<file path="src/rtl/up_down_count_param.sv">
`default_nettype none
// ============================================================================
// Module   : up_down_count_param
// Brief    : Paired up/down counter with programmable step, swap, synchronous
//            load, wrap-or-saturate arithmetic, registered terminal flags and
//            a combinational equality flag.
// Revision : 1.0 - initial release
// ============================================================================
module up_down_count_param #(
  parameter int                WIDTH     = 4,
  parameter int                SATURATE  = 0,
  parameter logic [WIDTH-1:0]  UP_INIT   = '0,
  parameter logic [WIDTH-1:0]  DOWN_INIT = '1
) (
  input  logic             Clock,
  input  logic             ResetN,
  input  logic             Enable,
  input  logic             Swap,
  input  logic             Load,
  input  logic [WIDTH-1:0] LoadValue,
  input  logic [WIDTH-1:0] Step,
  output logic [WIDTH-1:0] UpCountS,
  output logic [WIDTH-1:0] DownCountS,
  output logic             UpTerm,
  output logic             DownTerm,
  output logic             Match
);

  localparam logic [WIDTH-1:0] c_MAX = '1;
  localparam logic [WIDTH-1:0] c_MIN = '0;

  // Registered state
  logic [WIDTH-1:0] r_up_count;
  logic [WIDTH-1:0] r_down_count;
  logic             r_up_term;
  logic             r_down_term;

  // Arithmetic at WIDTH+1 bits: the extra MSB is the carry (up) or borrow (down)
  logic [WIDTH:0]   w_up_sum;
  logic [WIDTH:0]   w_down_diff;
  logic             w_up_ovf;
  logic             w_down_unf;
  logic [WIDTH-1:0] w_up_counted;
  logic [WIDTH-1:0] w_down_counted;

  // Next-state values selected by command priority
  logic [WIDTH-1:0] w_up_next;
  logic [WIDTH-1:0] w_down_next;
  logic             w_up_term_next;
  logic             w_down_term_next;

  assign w_up_sum    = {1'b0, r_up_count}   + {1'b0, Step};
  assign w_down_diff = {1'b0, r_down_count} - {1'b0, Step};
  assign w_up_ovf    = w_up_sum[WIDTH];
  // A borrow out of the extended subtraction is exactly Step > DownCountS
  assign w_down_unf  = w_down_diff[WIDTH];

  // Out-of-range behaviour is fixed at elaboration: clamp or keep modulo bits
  generate
    if (SATURATE != 0) begin : g_saturate
      assign w_up_counted   = w_up_ovf   ? c_MAX : w_up_sum[WIDTH-1:0];
      assign w_down_counted = w_down_unf ? c_MIN : w_down_diff[WIDTH-1:0];
    end else begin : g_wrap
      assign w_up_counted   = w_up_sum[WIDTH-1:0];
      assign w_down_counted = w_down_diff[WIDTH-1:0];
    end
  endgenerate

  // Command priority: Load, then Swap (qualified by Enable), then count, else hold.
  // Flags are pulses, so every path other than an out-of-range count clears them.
  always_comb begin
    w_up_next        = r_up_count;
    w_down_next      = r_down_count;
    w_up_term_next   = 1'b0;
    w_down_term_next = 1'b0;
    if (Load) begin
      w_up_next   = LoadValue;
      w_down_next = ~LoadValue;
    end else if (Enable && Swap) begin
      w_up_next   = r_down_count;
      w_down_next = r_up_count;
    end else if (Enable) begin
      // Step=0 naturally yields hold with no carry/borrow, so no special case
      w_up_next        = w_up_counted;
      w_down_next      = w_down_counted;
      w_up_term_next   = w_up_ovf;
      w_down_term_next = w_down_unf;
    end
  end

  // State register with asynchronous active-low reset to the init values
  always_ff @(posedge Clock or negedge ResetN) begin
    if (!ResetN) begin
      r_up_count   <= UP_INIT;
      r_down_count <= DOWN_INIT;
      r_up_term    <= 1'b0;
      r_down_term  <= 1'b0;
    end else begin
      r_up_count   <= w_up_next;
      r_down_count <= w_down_next;
      r_up_term    <= w_up_term_next;
      r_down_term  <= w_down_term_next;
    end
  end

  assign UpCountS   = r_up_count;
  assign DownCountS = r_down_count;
  assign UpTerm     = r_up_term;
  assign DownTerm   = r_down_term;
  // Equality follows the registers directly, with no extra latency
  assign Match      = (r_up_count == r_down_count);

endmodule
`default_nettype wire

</file>
<file path="config.mk">
export PLATFORM = sky130hd
export DESIGN_NAME = up_down_count_param
export DESIGN_NICKNAME = d
export VERILOG_FILES = /design/src/rtl/up_down_count_param.sv
export SDC_FILE = /design/constraint.sdc
export NUM_CORES = 1
export LEC_CHECK = 0
export BUFFER_PORTS_ARGS = -buffer_cell sky130_fd_sc_hd__buf_2
export CAP_MARGIN = 10
export CORE_MARGIN = 2
export CORE_UTILIZATION = 51
export DETAILED_ROUTE_END_ITERATION = 7
export PLACE_DENSITY = 0.78
export SYNTH_ARGS = -nofsm -noshare
export SYNTH_HDL_FRONTEND = slang
export SYNTH_SLANG_ARGS = --single-unit
</file>
<file path="constraint.sdc">
create_clock -name Clock -period 2.7 [get_ports Clock]
set_clock_uncertainty 0.05 [all_clocks]
set_input_delay 0.54 -clock Clock [delete_from_list [all_inputs] [get_ports Clock]]
set_output_delay 0.54 -clock Clock [all_outputs]
set_load 0.005 [all_outputs]
</file>
==> impl_metrics.env <==
export IMPL_die_area_sq_um=2030
export IMPL_cts_resized=0
export IMPL_cts_tree="done"
export IMPL_ys_seq_elements=10
export IMPL_grt_usage=0.247
export IMPL_setup_tns_final_ps=0
export IMPL_core_area_sq_um=1540
export IMPL_slew_violations=0
export IMPL_holdCritPathClass="primary input to async pin"
export IMPL_cts_sinks=10
export IMPL_post_route_drc_count=0
export IMPL_via_count=806
export IMPL_irDropWorstVdd_uv=306
export IMPL_critPathKind="flop to flop"
export IMPL_period_needed_ps=2020
export IMPL_yosys_warnings=0
export IMPL_worst_ep_required_time_ps=2840
export IMPL_htreeDepth=1
export IMPL_synthDistinctLibCells=30
export IMPL_cts_setup_buffers=0
export IMPL_die_h_um=45.1
export IMPL_final_area_sq_um=1000
export IMPL_cap_violations=0
export IMPL_tightest_slew_ps=304
export IMPL_drt_wl_total_um=2080
export IMPL_io_buffer_count=23
export IMPL_arrival_ps=2160
export IMPL_place_congestion=0.806
export IMPL_placed_cell_area_sq_um=965
export IMPL_grt_ovfl_total=0
export IMPL_power_density_nw_per_um2=507
export IMPL_seq_area_frac_synth=0.297
export IMPL_synthCells=93
export IMPL_io_pin_count=24
export IMPL_clk_latency_ps=280
export IMPL_die_x_um=45.1
export IMPL_first_global_vias=804
export IMPL_synth_top_cell_area_share=0.174
export IMPL_relSlewSlack=0.797
export IMPL_routed_via_density=6.15
export IMPL_initial_utilization=0.558
export IMPL_avgRoutedWirePerCell_um=15.9
export IMPL_ctsHoldBuffers=0
export IMPL_clockBufferDepth=2
export IMPL_syn_num_nets=116
export IMPL_grt_first_pass_wirelength_um=3550
export IMPL_cts_root_buf="clkbuf_4"
export IMPL_nFillCells=141
export IMPL_clkTransAtPathRegs_ps=80
export IMPL_critPathCaptureType="flop"
export IMPL_nNetsFinal=139
export IMPL_rsz0062_at_grt="no"
export IMPL_grt_max_degree=19
export IMPL_period_share=0.749
export IMPL_status="finished clean"
export IMPL_clock_fmax_mhz=494
export IMPL_critPathLaunchType="flop"
export IMPL_setup_worst_path_start="DownCountS[0]$_DFFE_PN1P_"
export IMPL_power_leakage_nw=0.523
export IMPL_yosys_area_top_type="dfrtp_1"
export IMPL_dpl_hpwl_um=1500
export IMPL_dr_pass1_iters=4
export IMPL_multi_input_area_sq_um=548
export IMPL_drt_iter0_markers=27
export IMPL_setup_viol=0
export IMPL_r2r_start="DownCountS[0]$_DFFE_PN1P_"
export IMPL_diodes=0
export IMPL_synth_area_leaders="dfrtp_1, dfstp_2, ha_1"
export IMPL_hold_viol=0
export IMPL_antenna_found_initial=0
export IMPL_netlist_area_sq_um=861
export IMPL_rows=14
export IMPL_ant_nets=0
export IMPL_area_growth_syn_to_layout_pct=16.3
export IMPL_final_seq_area_sq_um=255
export IMPL_syn_avg_cell_area_sq_um=9.26
export IMPL_rr_worst_depth=6
export IMPL_critPathMaxFanout=5
export IMPL_final_layout_size_suffix_gt1_frac=0.278
export IMPL_numCtsBuffers=3
[critical path: stages, from the launching register on]
cell and delay [ps]:
dfstp_2 580, inv_1 60, ha_1 210, fa_1 380, nor2b_1 140, o311a_1 290
o31ai_1 230
[path summary, 6_finish.rpt]
check | endpoint | slack, ps
worst min register to register | DownCountS[2]$_DFFE_PN1P_ | 510
worst max register to register | DownCountS[2]$_DFFE_PN1P_ | 680
max in group asynchronous | DownCountS[0]$_DFFE_PN1P_ | 2270
worst min-delay path | UpCountS[1]$_DFFE_PN0P_ | 60
min in group Clock | UpCountS[1]$_DFFE_PN0P_ | 420
worst max-delay path | DownCountS[2]$_DFFE_PN1P_ | 680
[logic make-up after synthesis]
| group | Yosys count | synth area share |
|---|---|---|
| AND/OR/NAND/NOR | 30 | 0.193 |
| AO/OA/AOI/OAI | 24 | 0.206 |
| buffers and inverters | 12 | 0.0669 |
| adder cells (fa/ha/maj) | 10 | 0.163 |
| flip-flops | 10 | 0.297 |
| XOR/XNOR | 5 | 0.0509 |
| multiplexers | 2 | 0.0233 |
[cell usage after synthesis]
cell type,n
ha_1,8
nor2_1,8
inv_1,7
dfrtp_1,6
o31ai_1,6
nand2b_1,5
xor2_1,5
a211oi_1,4
a21o_1,4
buf_2,4
dfstp_2,4
nor2b_1,4
a21oi_1,3
a211o_1,2
and3_1,2
fa_1,2
mux2i_1,2
nand2_1,2
nand3_1,2
nor3_1,2
o21a_1,2
a21boi_0,1
and3b_1,1
buf_6,1
nand4_1,1
nor3b_1,1
nor4_1,1
o211ai_1,1
o311a_1,1
or3b_4,1
[where the power goes]
group / switching, mW / internal (mW)
logic: 0.0847 / 0.0794
clock network: 0.0662 / 0.0821
registers: 0.0245 / 0.171
total: 0.175 / 0.332
[layout by cell type (no fill, tap or decap)]
master     n
a211o_1    2
a211oi_1   4
a21boi_0   1
a21o_1     4
a21oi_1    3
and3_1     2
and3b_1    1
buf_2     23
clkbuf_4   3
clkbuf_8   1
dfrtp_1    6
dfstp_2    4
fa_1       2
ha_1       8
inv_1      7
mux2i_1    2
nand2_1    2
nand2b_1   5
nand3_1    2
nand4_1    1
nor2_1     8
nor2b_1    4
nor3_1     2
nor3b_1    1
nor4_1     1
o211ai_1   1
o21a_1     2
o311a_1    1
o31ai_1    6
or3b_4     1
xor2_1     5
[per-layer routing]
layer | global-route usage | share of wire
met1 | 0.296 | 0.43
met5 | 0 | 0
met4 | 0.135 | 0.028
met2 | 0.420 | 0.50
met3 | 0.0360 | 0.043
[layout make-up]
type                            count  area share
Sequential cell                    10       0.255
Clock buffer                        4      0.0363
Inverter                            7      0.0263
Tap cell                           16      0.0200
Timing Repair Buffer               23       0.115
Multi-Input combinational cell     71       0.548
[flip-flops by register name, summed over array words and instances, names as in the netlist]
register	flops
DownCountS	4
UpCountS	4
DownTerm	1
UpTerm	1
[stage by stage]
| step | setup slack, ps | util | hold WS, ps | cells | power (mW) |
|---|---|---|---|---|---|
| 2_1_floorplan | 798 | - | 194 | 93 | 0.302 |
| 3_3_place_gp | 691 | 0.626 | 370 | 127 | 0.350 |
| 3_5_place_dp | 659 | 0.626 | 368 | 127 | 0.358 |
| 4_1_cts | 681 | 0.649 | 67.5 | 131 | 0.507 |
| 5_1_grt | 551 | 0.649 | 71.4 | 131 | 0.538 |
| 6_report | 677 | 0.649 | 59.8 | 131 | 0.507 |
Power figures use the tool's default switching activity.
